### config.mk
export PLATFORM = sky130hd
export DESIGN_NAME = bram_line_assemble
export DESIGN_NICKNAME = d
export VERILOG_FILES = /design/src/rtl/bram_line_assemble.sv
export SDC_FILE = /design/constraint.sdc
export NUM_CORES = 1
export LEC_CHECK = 0
export BUFFER_PORTS_ARGS = -buffer_cell sky130_fd_sc_hd__buf_2
export CAP_MARGIN = 0
export CORE_UTILIZATION = 55
export CTS_BUF_LIST = sky130_fd_sc_hd__clkbuf_8 sky130_fd_sc_hd__clkbuf_16
export DETAILED_ROUTE_END_ITERATION = 12
export GPL_ROUTABILITY_DRIVEN = 1
export PLACE_DENSITY_LB_ADDON = 0.1
export SETUP_SLACK_MARGIN = 0.05
export SYNTH_ARGS = -nofsm -noshare
export SYNTH_HDL_FRONTEND = slang
export SYNTH_SLANG_ARGS = --single-unit
export TNS_END_PERCENT = 100
### constraint.sdc
create_clock -name clk_memory -period 3.94 [get_ports clk_memory]
set_input_delay 0.394 -clock clk_memory [delete_from_list [all_inputs] [get_ports clk_memory]]
set_output_delay 0.394 -clock clk_memory [all_outputs]
set_load 0.05 [all_outputs]
### src/rtl/bram_line_assemble.sv
// Packs byte-wide memory-bus writes into 64-bit lines for the BRAM writer.
// Optional idle auto-flush is enabled by defining BRAM_LINE_TIMEOUT_EN.
module bram_line_assemble #(
  parameter logic [7:0]  FILL_BYTE      = 8'hFF,
  parameter int unsigned TIMEOUT_CYCLES = 1024
) (
  input  logic        clk_memory,
  input  logic        resetn,
  input  logic [20:0] mem_addr,
  input  logic [7:0]  mem_data,
  input  logic        mem_wr,
  input  logic        mem_flush,
  output logic [17:0] addr,
  output logic [63:0] cache,
  output logic        cready,
  output logic        pending,
  output logic [15:0] line_count
);

  typedef enum logic {EMPTY, FILL} state_e;

  localparam logic [63:0] FILL_LINE = {8{FILL_BYTE}};

  if (TIMEOUT_CYCLES < 2) begin : g_bad_timeout
    $error("TIMEOUT_CYCLES must be at least 2");
  end

  state_e      state_q, state_d;
  logic [63:0] data_q, data_d;
  logic [7:0]  mask_q, mask_d;
  logic [17:0] tag_q, tag_d;
  logic        flush_pending_q, flush_pending_d;
  logic [17:0] addr_q, addr_d;
  logic [63:0] cache_q, cache_d;
  logic        cready_q, cready_d;
  logic [15:0] line_count_q, line_count_d;

  logic [17:0] wr_tag;
  logic [5:0]  wr_bit;
  logic [7:0]  lane_bit;
  logic [63:0] merge_data, load_data;
  logic [7:0]  merge_mask;
  logic        flush_req, timeout_hit, emit;
  logic [17:0] emit_tag;
  logic [63:0] emit_data;

  assign wr_tag   = mem_addr[20:3];
  assign wr_bit   = {mem_addr[2:0], 3'b000};
  assign lane_bit = 8'b1 << mem_addr[2:0];

`ifdef BRAM_LINE_TIMEOUT_EN
  localparam int TW = $clog2(TIMEOUT_CYCLES) + 1;
  localparam logic [TW-1:0] TIMER_LAST = TW'(TIMEOUT_CYCLES - 1);

  logic [TW-1:0] timer_q, timer_d;

  assign timeout_hit = (state_q == FILL) && !mem_wr && (timer_q == TIMER_LAST);

  always_comb begin
    timer_d = timer_q;
    if (mem_wr || emit) begin
      timer_d = '0;
    end else if (state_q == FILL) begin
      timer_d = timer_q + TW'(1);
    end
  end

  always_ff @(posedge clk_memory or negedge resetn) begin
    if (!resetn) begin
      timer_q <= '0;
    end else begin
      timer_q <= timer_d;
    end
  end
`else
  assign timeout_hit = 1'b0;
`endif

  assign flush_req = mem_flush | flush_pending_q | timeout_hit;

  always_comb begin
    merge_data = (state_q == EMPTY) ? FILL_LINE : data_q;
    merge_mask = ((state_q == EMPTY) ? 8'h00 : mask_q) | lane_bit;
    merge_data[wr_bit +: 8] = mem_data;
    load_data = FILL_LINE;
    load_data[wr_bit +: 8] = mem_data;

    state_d         = state_q;
    data_d          = data_q;
    mask_d          = mask_q;
    tag_d           = tag_q;
    flush_pending_d = 1'b0;
    emit            = 1'b0;
    emit_tag        = tag_q;
    emit_data       = data_q;

    if (mem_wr && (state_q == FILL) && (wr_tag != tag_q)) begin
      // Line change: retire the old line, start the new one with just this byte.
      emit            = 1'b1;
      data_d          = load_data;
      mask_d          = lane_bit;
      tag_d           = wr_tag;
      flush_pending_d = mem_flush;
    end else if (mem_wr) begin
      if ((merge_mask == 8'hFF) || flush_req) begin
        emit      = 1'b1;
        emit_tag  = wr_tag;
        emit_data = merge_data;
        data_d    = FILL_LINE;
        mask_d    = 8'h00;
        state_d   = EMPTY;
      end else begin
        data_d  = merge_data;
        mask_d  = merge_mask;
        tag_d   = wr_tag;
        state_d = FILL;
      end
    end else if ((state_q == FILL) && flush_req) begin
      emit    = 1'b1;
      data_d  = FILL_LINE;
      mask_d  = 8'h00;
      state_d = EMPTY;
    end

    addr_d       = addr_q;
    cache_d      = cache_q;
    cready_d     = emit;
    line_count_d = line_count_q;
    if (emit) begin
      addr_d       = emit_tag;
      cache_d      = emit_data;
      line_count_d = line_count_q + 16'd1;
    end
  end

  always_ff @(posedge clk_memory or negedge resetn) begin
    if (!resetn) begin
      state_q         <= EMPTY;
      data_q          <= FILL_LINE;
      mask_q          <= 8'h00;
      tag_q           <= '0;
      flush_pending_q <= 1'b0;
      addr_q          <= '0;
      cache_q         <= '0;
      cready_q        <= 1'b0;
      line_count_q    <= '0;
    end else begin
      state_q         <= state_d;
      data_q          <= data_d;
      mask_q          <= mask_d;
      tag_q           <= tag_d;
      flush_pending_q <= flush_pending_d;
      addr_q          <= addr_d;
      cache_q         <= cache_d;
      cready_q        <= cready_d;
      line_count_q    <= line_count_d;
    end
  end

  assign addr       = addr_q;
  assign cache      = cache_q;
  assign cready     = cready_q;
  assign pending    = (state_q == FILL);
  assign line_count = line_count_q;

endmodule
After elaboration in Yosys (flattened, before gate mapping)
Cells that the tools add are included.
- div/mod/pow operators: 0
- equal/unequal tests: 3
- multiply operators: 0
- reductions and logical operators: 9
- muxes and demuxes: 28
- bitwise gates (word level): 5
- order comparisons: 0
- add/subtract/negate cells: 2
- shifts and indexed selects: 3
- operators by type and width (cell ; number):
    $mux W64 ; 8
    $mux W18 ; 6
    $bwmux W64 ; 1
    $not A64 Y64 ; 1
    $or A64 B64 Y64 ; 1
    $shift A8 B8 Y64 const A ; 1
    $shiftx A8 B8 Y64 ; 1
    $mux W8 ; 5
    $ne A18 B18 Y1 ; 1
    $add A16 B1 Y16 const B ; 1
    $eq A8 B8 Y1 const B ; 1
    $mux W1 ; 8
    $neg A6 Y8 ; 1
    $or A8 B8 Y8 ; 1
    $shl A1 B3 Y8 const A ; 1
    $reduce_and A2 Y1 ; 2
    $reduce_bool A2 Y1 ; 2
    $logic_and A1 B1 Y1 ; 3
    $reduce_bool A3 Y1 ; 1
    $ne A2 B2 Y1 const B ; 1
    $logic_or A1 B1 Y1 ; 1
    $not A1 Y1 ; 1
    $or A1 B1 Y1 ; 1
- input port bits: 33
- ROM bits: 0
- output and inout port bits: 100
- word-level logic and storage cells: 59
- memories: 0
- memory bits (writable): 0
- flip-flop bits (word level): 191
- bits in latches: 0

Logic depth before layout (Yosys ltp)
Gate-level depths: netlist of the first run.
- depth after elaboration: 7
- depth in mapped cells: 13
- gate-level depth less buffers: 10

Worst setup path before layout of the first run
OpenSTA, ideal clock, no wires.
- path kind: input -> register
- from: input port mem_addr[0]
- to: register cache_q[10] (netlist: cache[10])
- path buffers: 4
- arrival time: 2.637 ns
- setup slack: 1.207 ns
- cell stages on the path: 13
- library setup time: 0.095 ns
- data required time: 3.845 ns
- cell sequence: clkbuf_1 inv_1 ha_1 ha_1 o22ai_1 nor2_1 a41oi_1 buf_2 nand2b_1 buf_2 clkbuf_1 nand3_1 o31ai_1
- word-level cells in the longest chain between the ends: 7
- elaborated cells between the ends (all ways): 14
- classes of those cells: add/sub (1); eq/ne (1); shift (3); mux (7); bitwise (1); reduce/logical (1)
- ends and longest elaborated chain (element ; line ; text):
    start, declared ; 9 ; input logic [20:0] mem_addr,
    branches (longest 7 deep; another with $neg A6 Y8) ; n/a ;
    end signal, assigned ; 154 ; cache_q <= cache_d;
    end, declared ; 34 ; logic [63:0] cache_q, cache_d;
Several ways; the timed one is not identified.
A chain may end at the register's enable or synchronous reset.

Worst setup path in the final report of the first run
- from: register tag_q[17]
- to: register tag_q[17]
- word-level cells in the longest chain between the ends: 4
- elaborated cells between the ends (all ways): 6
- classes of those cells: eq/ne (2); mux (1); reduce/logical (3)
- ends and longest elaborated chain (element ; line ; text):
    start, declared ; 31 ; logic [17:0] tag_q, tag_d;
    start signal, assigned ; 151 ; tag_q <= tag_d;
    $ne A18 B18 Y1 (*) ; 97 ; if (mem_wr && (state_q == FILL) && (wr_tag != tag_q)) begin
    $logic_and A1 B1 Y1 (*) ; 97 ;
    $ne A2 B2 Y1 (no source line) / $reduce_bool A2 Y1 (equally long branches) ; n/a ;
    $reduce_and A2 Y1 (no source line) ; n/a ;
Every way passes the cells marked *; elsewhere a longest branch is shown, timed or not.

==> results of run 1 <==
placed cells by master, fill, tap and decap left out, drive strengths merged, types with 9 or more instances in the layout:
cell type,n
o21ai,46
o22ai,17
buf,154
nand4,10
nor4,45
dfstp,64
a31oi,42
xor2,24
dfrtp,127
nor3,42
mux2,19
inv,11
and2,14
or3,16
nand3,66
a21oi,56
xnor2,9
nor2,10
nand2,38
clkbuf,19
o31ai,45
o32a,56
metrics by stage:
step | area (µm²) | hold WS [ps] | instances | util (%)
floorplan | 9380 | 98.4 | 903 | -
CTS | 10800 | 166 | 1218 | 65.1
global placement | 10200 | 425 | 1185 | 61.3
global route | 10800 | 181 | 1218 | 65.1
finish | 10800 | 176 | 1218 | 65.1
detailed placement | 10200 | 424 | 1185 | 61.3
worst max-delay path, stage by stage, from the launching register on:
cell,delay (ps)
dfrtp_1,400
xor2_1,280
nor4_2,110
and3_1,250
a21boi_4,480
buf_4,550
o21a_1,410
mux2_2,380
power by group through the flow:
stage          clock (mW)  sequential [mW]  combinational, mW
2_1_floorplan           0             3.21              0.700
3_3_place_gp            0             2.48               1.95
3_5_place_dp            0             2.49               1.97
4_1_cts              1.83             2.45               1.97
5_1_grt              1.89             2.49               2.09
6_report             1.81             2.46               1.97
sequential cells by signal, summed over array words and instances, names as in the netlist:
signal / count
data_q: 64
line_count: 16
tag_q: 18
mask_q: 8
addr: 18
cready: 1
cache: 64
pending: 1
flush_pending_q: 1
how the worst min path moves through the flow:
stage	from	endpoint	slack [ps]	cells past startpoint
CTS	mem_flush	flush_pending_q	170	2
detailed placement	resetn	line_count[4]	420	1
finish	mem_flush	flush_pending_q	180	2
global route	mem_flush	flush_pending_q	180	2
global placement	resetn	line_count[4]	420	1
floorplan	resetn	addr[0]	100	0
area by class of cell:
type                    count  share of cell area, %
multi-input cells         615                   38.5
flip-flops and latches    191                   44.9
inverters                   5                  0.173
clock inverters            13                   1.37
well taps                 220                   2.54
clock buffers              19                   4.29
repair buffers            155                   8.24
logic make-up after synthesis:
logic type / after synthesis / share of synthesized area (%)
and+or+nand+nor: 256 / 14.8
DFF: 191 / 51.8
muxes: 19 / 2.28
AOI/OAI and AO/OA: 299 / 22.8
xor gates and xnor gates: 33 / 3.08
adders and majority gates: 8 / 1.07
buffers and inverters: 97 / 4.24
routing by layer:
layer / GRT usage, % / vias up / routed length (µm)
met4: 8.75 / 0 / 364
met2: 47.0 / 310 / 12300
met5: 0 / - / 0
li1: - / 3662 / -
met3: 5.36 / 26 / 1530
met1: 42.8 / 4076 / 11600
==> summary.md, run 1 <==
| Metric | Value |
|---|---|
| Power Density | about 580 nW/µm² |
| GP Congestion | 0.806 |
| Vias in the first global route | 7,625 |
| Die extent in x | 133 µm |
| Hpwl dp | ~16,000 µm |
| Critical R2R Capture | tag_q[17] |
| I/O pin count | 133 |
| Worst reg2reg setup slack | 960 ps |
| Port bufs | 132 |
| Setup TNS Final | 0 ps |
| Global-route wire length before repair | about 42,000 µm |
| Total Routing Usage GR | 30.0% |
| Area of the multi-input gates | roughly 4200 µm² |
| Fin Clk Skew | around 12 ps |
| Final worst setup slack | approximately 960 ps |
| Hold buffer count at CTS | 1 |
| Fmax | around 340 MHz |
| Flops & latches, synth | between 150 and 200 |
| Total Wirelength | roughly 26,000 µm |
| FFs w/ async S/R, synth | 100% |
| Final hold violations | 0 |
| Final antenna-violating net count | 0 |
| Worst VDD drop | about 0.00036 V |
| Post-CTS sizing | 0 |
| Endpoint class of the critical path | register |
| Layout Nets | between 1k and 1.5k |
| Area growth syn-to-layout | 15.4% |
| DIE HEIGHT | between 100 and 150 µm |
| Die area | 17,600 µm² |
| Mean Syn Cell Area | a little over 10 µm² |
| Sw Share | between 30% and 40% |
| Row Count | 47 |
| Postcts setup bufs | 0 |
| Clock Sink Count | 191 |
| Worst-Skew Late Latency | 440 ps |
| Max clock buf depth | 2 |
| Total design power | approximately 6.2 mW |
| Crit start category | register |
| Internal power | between 3 and 4 mW |
| Reg power frac | 39.4% |
| EDFF count, synth | 0 |
| Run status | complete, no violations |
| CTS tree | done |
| Gr ovfl total | 0 |
| Layout cell share with drive strength beyond 1 | 27.3% |
| Unique cell type count in the Yosys netlist | 52 |
| Relative slew slack | a little over a third |
| Top-area cell type share of the netlist area | between 30% and 40% |
| Count leader, synth | dfrtp_1 |
| DR iter-0 viols | approximately 700 |
| TritonRoute pass-1 iters | 4 |
| Clk network pwr share | ~29% |
| Antenna violations before repair | 0 |
| DRC | 0 |
| Hold Crit Class | input pin to register |
| Fin. max-slew vios | 0 |
| Cell taking the most area after synthesis | dfrtp_1 |
| Num CTS Buffers | 17 |
| Setup CP Type | register to register |
| Vias/cell | between 6 and 7 |
| Critical path peak fanout | between 50 and 60 |
| Logic gate share of total power | approximately a third |
| Htree depth | 4 |
| Initial core utilization | 56.4% |
| Reg-to-reg startpoint | tag_q[17] |
| Via Count | roughly 8.1k |
| Antenna cells | 0 |
| Crit path capture | tag_q[17] |
| Fin crit share | approximately 76% |
| DP Worst Slack | 705 ps |
| Min cycle time layout | 2980 ps |
| Worst reg2reg path depth | 7 |
| Fill count | about 1.4k |
| Pin slew with the least headroom to its limit | 966 ps |
| Setup Viol. Count Final | 0 |
| P_leak | roughly 4.1 nW |
| Clk slew on worst S/H paths | approximately 70 ps |
| Core area | around 17,000 µm² |
| Cell count after synthesis | roughly 900 |
| CP startpoint | tag_q[17] |
| RSZ-0062 raised after global routing | no |
| Main synth FF type | dfrtp_1 |
| Largest cells by area after synthesis | dfrtp_1 (34%), dfstp_2 (18%), o32a_1 (6.0%), nand3_1 (3.5%), o31ai_1 (3.2%) |
| Mapped Area | ~9400 µm² |
| Seq/Total Area, Yosys | between 50% and 60% |
| Synthesized net count | between 900 and 1k |
| Register area | a little under 5000 µm² |
| Root Driver | clkbuf_16 |
| Critical path arrival | 3310 ps |
| CP required | between 4000 and 5000 ps |
| Most frequent cells after synthesis | dfrtp_1 (127), nand3_1 (65), dfstp_2 (64) |
| Synth warn | 0 |
| Largest net degree at the start of global routing | 116 |
| Switching power | between 2 and 2.5 mW |
| Routed WL per cell | about 21 µm |
| Max-cap viol count | 0 |
No activity file was read; power rests on OpenSTA's default activity.
==> run 2, diff against run 1 <==
--- a/config.mk
+++ b/config.mk
@@ -7,7 +7,7 @@
 export LEC_CHECK = 0
 export BUFFER_PORTS_ARGS = -buffer_cell sky130_fd_sc_hd__buf_2
 export CAP_MARGIN = 0
-export CORE_UTILIZATION = 55
+export CORE_UTILIZATION = 52
 export CTS_BUF_LIST = sky130_fd_sc_hd__clkbuf_8 sky130_fd_sc_hd__clkbuf_16
 export DETAILED_ROUTE_END_ITERATION = 12
 export GPL_ROUTABILITY_DRIVEN = 1
==> constraint.sdc (replaced) <==
create_clock -name clk_memory -period 2.7 [get_ports clk_memory]
set_input_delay 0.27 -clock clk_memory [delete_from_list [all_inputs] [get_ports clk_memory]]
set_output_delay 0.27 -clock clk_memory [all_outputs]
set_load 0.05 [all_outputs]
==> run 2 against run 1 <==
  * Total power increased by 47%
  * Cell area up 2.3%
  * Hold slack got worse by 110 ps
  * Clock skew fell by 2.7 ps
  * Via count about the same
  * First-iteration DRC count increased by 4.1%
  * Register-to-register slack got worse by 650 ps
  * Wire length is 0.57% lower
  * Combinational power increased by 50%
  * Sequential share of layout area fell by 1.0 points
  * Clock power grew 45%
==> summary.md, run 2 (same netlist as run 1, synthesis figures left out) <==
| Metric | Value |
|---|---|
| Final hold violations | 0 |
| Fin. max-slew vios | 0 |
| Routed WL per cell | 20.6 µm |
| Worst VDD drop | 0.000793 V |
| GP Congestion | around 0.85 |
| DIE HEIGHT | roughly 140 µm |
| Total Routing Usage GR | between 20 and 30% |
| CP required | between 3000 and 4000 ps |
| Setup Viol. Count Final | 0 |
| Core area | 17,500 µm² |
| Total Wirelength | between 20,000 and 30,000 µm |
| Pin slew with the least headroom to its limit | just under 700 ps |
| Hpwl dp | between 15,000 and 20,000 µm |
| Num CTS Buffers | 17 |
| Relative slew slack | a little over half |
| Clk slew on worst S/H paths | roughly 70 ps |
| Run status | complete, no violations |
| Setup TNS Final | 0 ps |
| Die extent in x | approximately 140 µm |
| DRC | 0 |
| Postcts setup bufs | 0 |
| Fin Clk Skew | a little over 9 ps |
| Clock Sink Count | ~190 |
| Global-route wire length before repair | between 40,000 and 50,000 µm |
| Gr ovfl total | 0 |
| RSZ-0062 raised after global routing | no |
| Initial core utilization | 53.7% |
| TritonRoute pass-1 iters | 6 |
| Max clock buf depth | 2 |
| Endpoint class of the critical path | register |
| Worst-Skew Late Latency | 430 ps |
| Layout cell share with drive strength beyond 1 | a little under 30% |
| Port bufs | between 100 and 150 |
| Largest net degree at the start of global routing | 66 |
| Crit start category | register |
| Fin crit share | approximately nine tenths |
| Antenna cells | 0 |
| Final antenna-violating net count | 0 |
| Die area | roughly 19,000 µm² |
| Vias/cell | between 6 and 7 |
| CTS tree | done |
| Layout Nets | around 1.1k |
| Htree depth | 4 |
| P_leak | 4.28 nW |
| Min cycle time layout | around 2400 ps |
| Power Density | between 800 and 900 nW/µm² |
| Critical path peak fanout | 43 |
| Critical path arrival | 2740 ps |
| DR iter-0 viols | between 700 and 800 |
| Leading cell type in the layout, fill and taps excluded | buf_2 |
| Via Count | slightly above 8k |
| Antenna violations before repair | 0 |
| Vias in the first global route | 7,570 |
| Fill count | 1,508 |
| Setup CP Type | register to register |
| Row Count | 48 |
| Root Driver | clkbuf_16 |
| I/O pin count | between 100 and 150 |
| Area growth syn-to-layout | 18.1% |
| Final Instance Area | ~11,000 µm² |
| Fmax | 417 MHz |
| Commonest cells after routing, fill and taps aside | buf_2 (131), dfrtp_1 (127), nand3_1 (65) |
| Hold Crit Class | input pin to register |
| Max-cap viol count | 0 |
| Area post-placement | ~10,000 µm² |
run 2: repair_timing:
item                                    in CTS  in global routing
endpoints found under the hold margin       53                  0
gates resized for setup                      0                  1
endpoints found under the setup margin       0                  9
hold buffers                                 1                  0
run 2: final cells by class:
type / count / area [µm²] / share of cell area, %
well taps: 225 / 282 / 2.54
clock buffers: 21 / 480 / 4.34
clock inverters: 11 / 139 / 1.25
flip-flops and latches: 191 / 4860 / 43.8
repair buffers: 180 / 1130 / 10.2
multi-input cells: 615 / 4170 / 37.6
inverters: 5 / 18.8 / 0.169
run 2: power breakdown:
group	internal, mW	switching (mW)
logic	0.772	2.17
registers	3.29	0.293
clock network	1.55	1.08
total	5.61	3.54
run 2: final timing paths:
kind,endpoint,slack (ps),start,cells past startpoint
max,cache[59],300,tag_q[15],9
min,flush_pending_q,60,mem_flush,2
max reg2reg,cache[59],300,tag_q[15],9
min reg2reg,line_count[15],470,line_count[15],1
max in group asynchronous,data_q[32],1470,resetn,3
min in group asynchronous,cache[26],400,resetn,2
run 2: critical path, cell delays in order (launching register included):
cell     delay, ps
dfrtp_1        400
xor2_1         150
nor4_1         360
buf_4          190
a21oi_1        120
a211o_1        360
nor2_2         190
inv_2           60
buf_4          260
a31oi_1        200
run 2: stage by stage:
step                power [mW]  std cells  utilization [%]  hold slack, ps  setup slack (ps)
floorplan                 5.71        903                -           -25.6              91.2
global placement          6.54       1215             59.8             298              20.1
detailed placement        6.57       1215             59.8             304             -78.1
CTS                       9.19       1248             63.4            48.3               233
global route              9.54       1248             63.4            60.2              78.3
finish                    9.16       1248             63.4            61.9               303
run 2: layer usage:
metal  global-route usage (%)  vias up  wire length (µm)  share of wire (%)
met1                     41.9     4046             11800                 46
li1                         -     3712                 -                  -
met4                     9.14        0               345                1.3
met3                     3.84       31              1520                5.9
met5                        0        -                 0                  0
met2                     44.3      281             12000                 47
==> run 3, diff against run 2 <==
==> constraint.sdc (replaced) <==
create_clock -name clk_memory -period 2.7 [get_ports clk_memory]
set_input_delay 0.135 -clock clk_memory [delete_from_list [all_inputs] [get_ports clk_memory]]
set_output_delay 0.135 -clock clk_memory [all_outputs]
set_load 0.05 [all_outputs]
==> run 3 against run 2 <==
  * Critical endpoint is now tag_q[3]
  * Sequential cell count is the same
  * Count of clock-buffer cells in the layout is the same
  * Total power shrank 1.1%
  * Hold slack lost 45 ps
  * Largest cell class unchanged
  * Global-route usage grew 0.94 points
  * Cell area grew 0.89%
==> summary.md, run 3 (same netlist as run 1, synthesis figures left out) <==
| Metric | Value |
|---|---|
| Root Driver | clkbuf_16 |
| Vias in the first global route | 7,731 |
| Routed WL per cell | between 20 and 25 µm |
| Total Wirelength | roughly 27,000 µm |
| Power Density | between 800 and 900 nW/µm² |
| Commonest cells after routing, fill and taps aside | buf_2 (131), dfrtp_1 (127), nand3_1 (65) |
| Critical path arrival | between 2000 and 3000 ps |
| Fin Clk Skew | 11.0 ps |
| DR iter-0 viols | roughly 730 |
| Clock Sink Count | about 190 |
| DIE HEIGHT | between 100 and 150 µm |
| RSZ-0062 raised after global routing | no |
| Max-cap viol count | 0 |
| Final Instance Area | between 10,000 and 15,000 µm² |
| Sw Share | around two fifths |
| Total Routing Usage GR | 29.7% |
| Leading cell type in the layout, fill and taps excluded | buf_2 |
| Gr ovfl total | 0 |
| Endpoint class of the critical path | register |
| Worst VDD drop | approximately 0.00070 V |
| Die extent in x | about 140 µm |
| Area growth syn-to-layout | 19.2% |
| Max clock buf depth | 2 |
| Num CTS Buffers | 17 |
| Critical path peak fanout | 29 |
| Pin slew with the least headroom to its limit | roughly 700 ps |
| Worst-Skew Late Latency | about 430 ps |
| CP required | 3000 ps |
| Logic gate share of total power | around a third |
| GP Congestion | between 0.8 and 0.9 |
| Layout cell share with drive strength beyond 1 | 27.5% |
| Setup CP Type | register to register |
| Crit start category | register |
| Final Core Density | ~64% |
| Clk network pwr share | between 20% and 30% |
| Antenna cells | 0 |
| Htree depth | 4 |
| Relative slew slack | 53.3% |
| Vias/cell | 6.49 |
| Critical-path cell list | xor2_1 -> nor4_2 -> and3_1 -> a21boi_4 -> o21ai_4 -> buf_4 -> mux2_1 |
| Switching power | 3.54 mW |
| Setup TNS Final | 0 ps |
| Row Count | 48 |
| Core area | about 17,000 µm² |
| Final hold violations | 0 |
| Largest net degree at the start of global routing | 85 |
| Run status | complete, no violations |
| Antenna violations before repair | 0 |
| Slowest-stage cell, CP | nor4_2 |
| Final antenna-violating net count | 0 |
| Internal power | 5.51 mW |
| CTS tree | done |
| Port bufs | between 100 and 150 |
| Setup Viol. Count Final | 0 |
| Postcts setup bufs | 0 |
| Reg power frac | 39.6% |
| Fmax | 401 MHz |
| Die area | ~19,000 µm² |
| Area post-placement | 10,400 µm² |
| Smallest hold slack | roughly 17 ps |
| Initial core utilization | a little over half |
| P_leak | ~4.3 nW |
| Fin. max-slew vios | 0 |
| Layout Nets | roughly 1.1k |
| I/O pin count | 133 |
| Global-route wire length before repair | 42,200 µm |
| TritonRoute pass-1 iters | 6 |
| Hpwl dp | 16,700 µm |
| Min cycle time layout | around 2500 ps |
| Total design power | approximately 9 mW |
| Clk slew on worst S/H paths | ~60 ps |
| Via Count | 8,155 |
| Fin crit share | between 90 and 100% |
| Hold Crit Class | input pin to register |
| CP peak stage delay | approximately 420 ps |
| DRC | 0 |
run 3: changes by cell type in the layout (fill, tap and decap cells not counted), sizes merged:
cell         delta
dlygate4sd3    +18
inv             +2
buf             -8
clkinvlp        -2
bufinv          -1
run 3: worst paths after layout:
path                                        to  cells after the start            from  slack (ps)
min in group asynchronous            cache[47]                      2          resetn         320
max in group asynchronous            data_q[8]                      3          resetn        1560
worst min register to register  line_count[15]                      1  line_count[15]         470
worst max-delay path                  tag_q[3]                      7        tag_q[9]         210
worst min-delay path                   addr[3]                      3     mem_addr[6]          20
worst max register to register        tag_q[3]                      7        tag_q[9]         210
run 3: critical path, delay by kind of cell (launching register included):
kind | cells | cell delay, ps
and+or+nand+nor | 2 | 750
muxes | 1 | 390
buffers and inverters | 1 | 380
DFF | 1 | 390
AOI/OAI and AO/OA | 2 | 270
xor gates and xnor gates | 1 | 160
run 3: what timing repair did:
| item | CTS | global route |
|---|---|---|
| gates resized for setup | 0 | 1 |
| endpoints found under the hold margin | 86 | 0 |
| setup endpoints to repair | 0 | 49 |
| hold buffers | 19 | 0 |
run 3: per-layer routing:
| layer | global-route usage [%] | part of all wire [%] |
|---|---|---|
| met5 | 0 | 0 |
| met4 | 8.52 | 1.2 |
| met3 | 4.36 | 6.4 |
| met2 | 46.5 | 47 |
| met1 | 42.7 | 45 |
run 3: final cells by class:
cell class	instances	area [µm²]
clock buffer	21	480
clock inverter	10	100
fill	1479	6290
inverter	5	18.8
multi-input combinational	615	4180
sequential	191	4860
tap	225	282
timing repair buffer	190	1260
run 3: through the flow:
stage	std cells	worst slack [ps]
after floorplan	903	226
after global placement	1207	221
after detailed placement	1207	188
after CTS	1257	195
after global routing	1257	101
final	1257	208
run 3: power groups by stage:
stage | Clock, mW | Sequential (mW) | Combinational (mW)
after floorplan | 0 | 4.68 | 1.02
after global placement | 0 | 3.61 | 2.92
after detailed placement | 0 | 3.62 | 2.95
after CTS | 2.54 | 3.58 | 2.98
after global routing | 2.66 | 3.63 | 3.15
final | 2.50 | 3.58 | 2.97
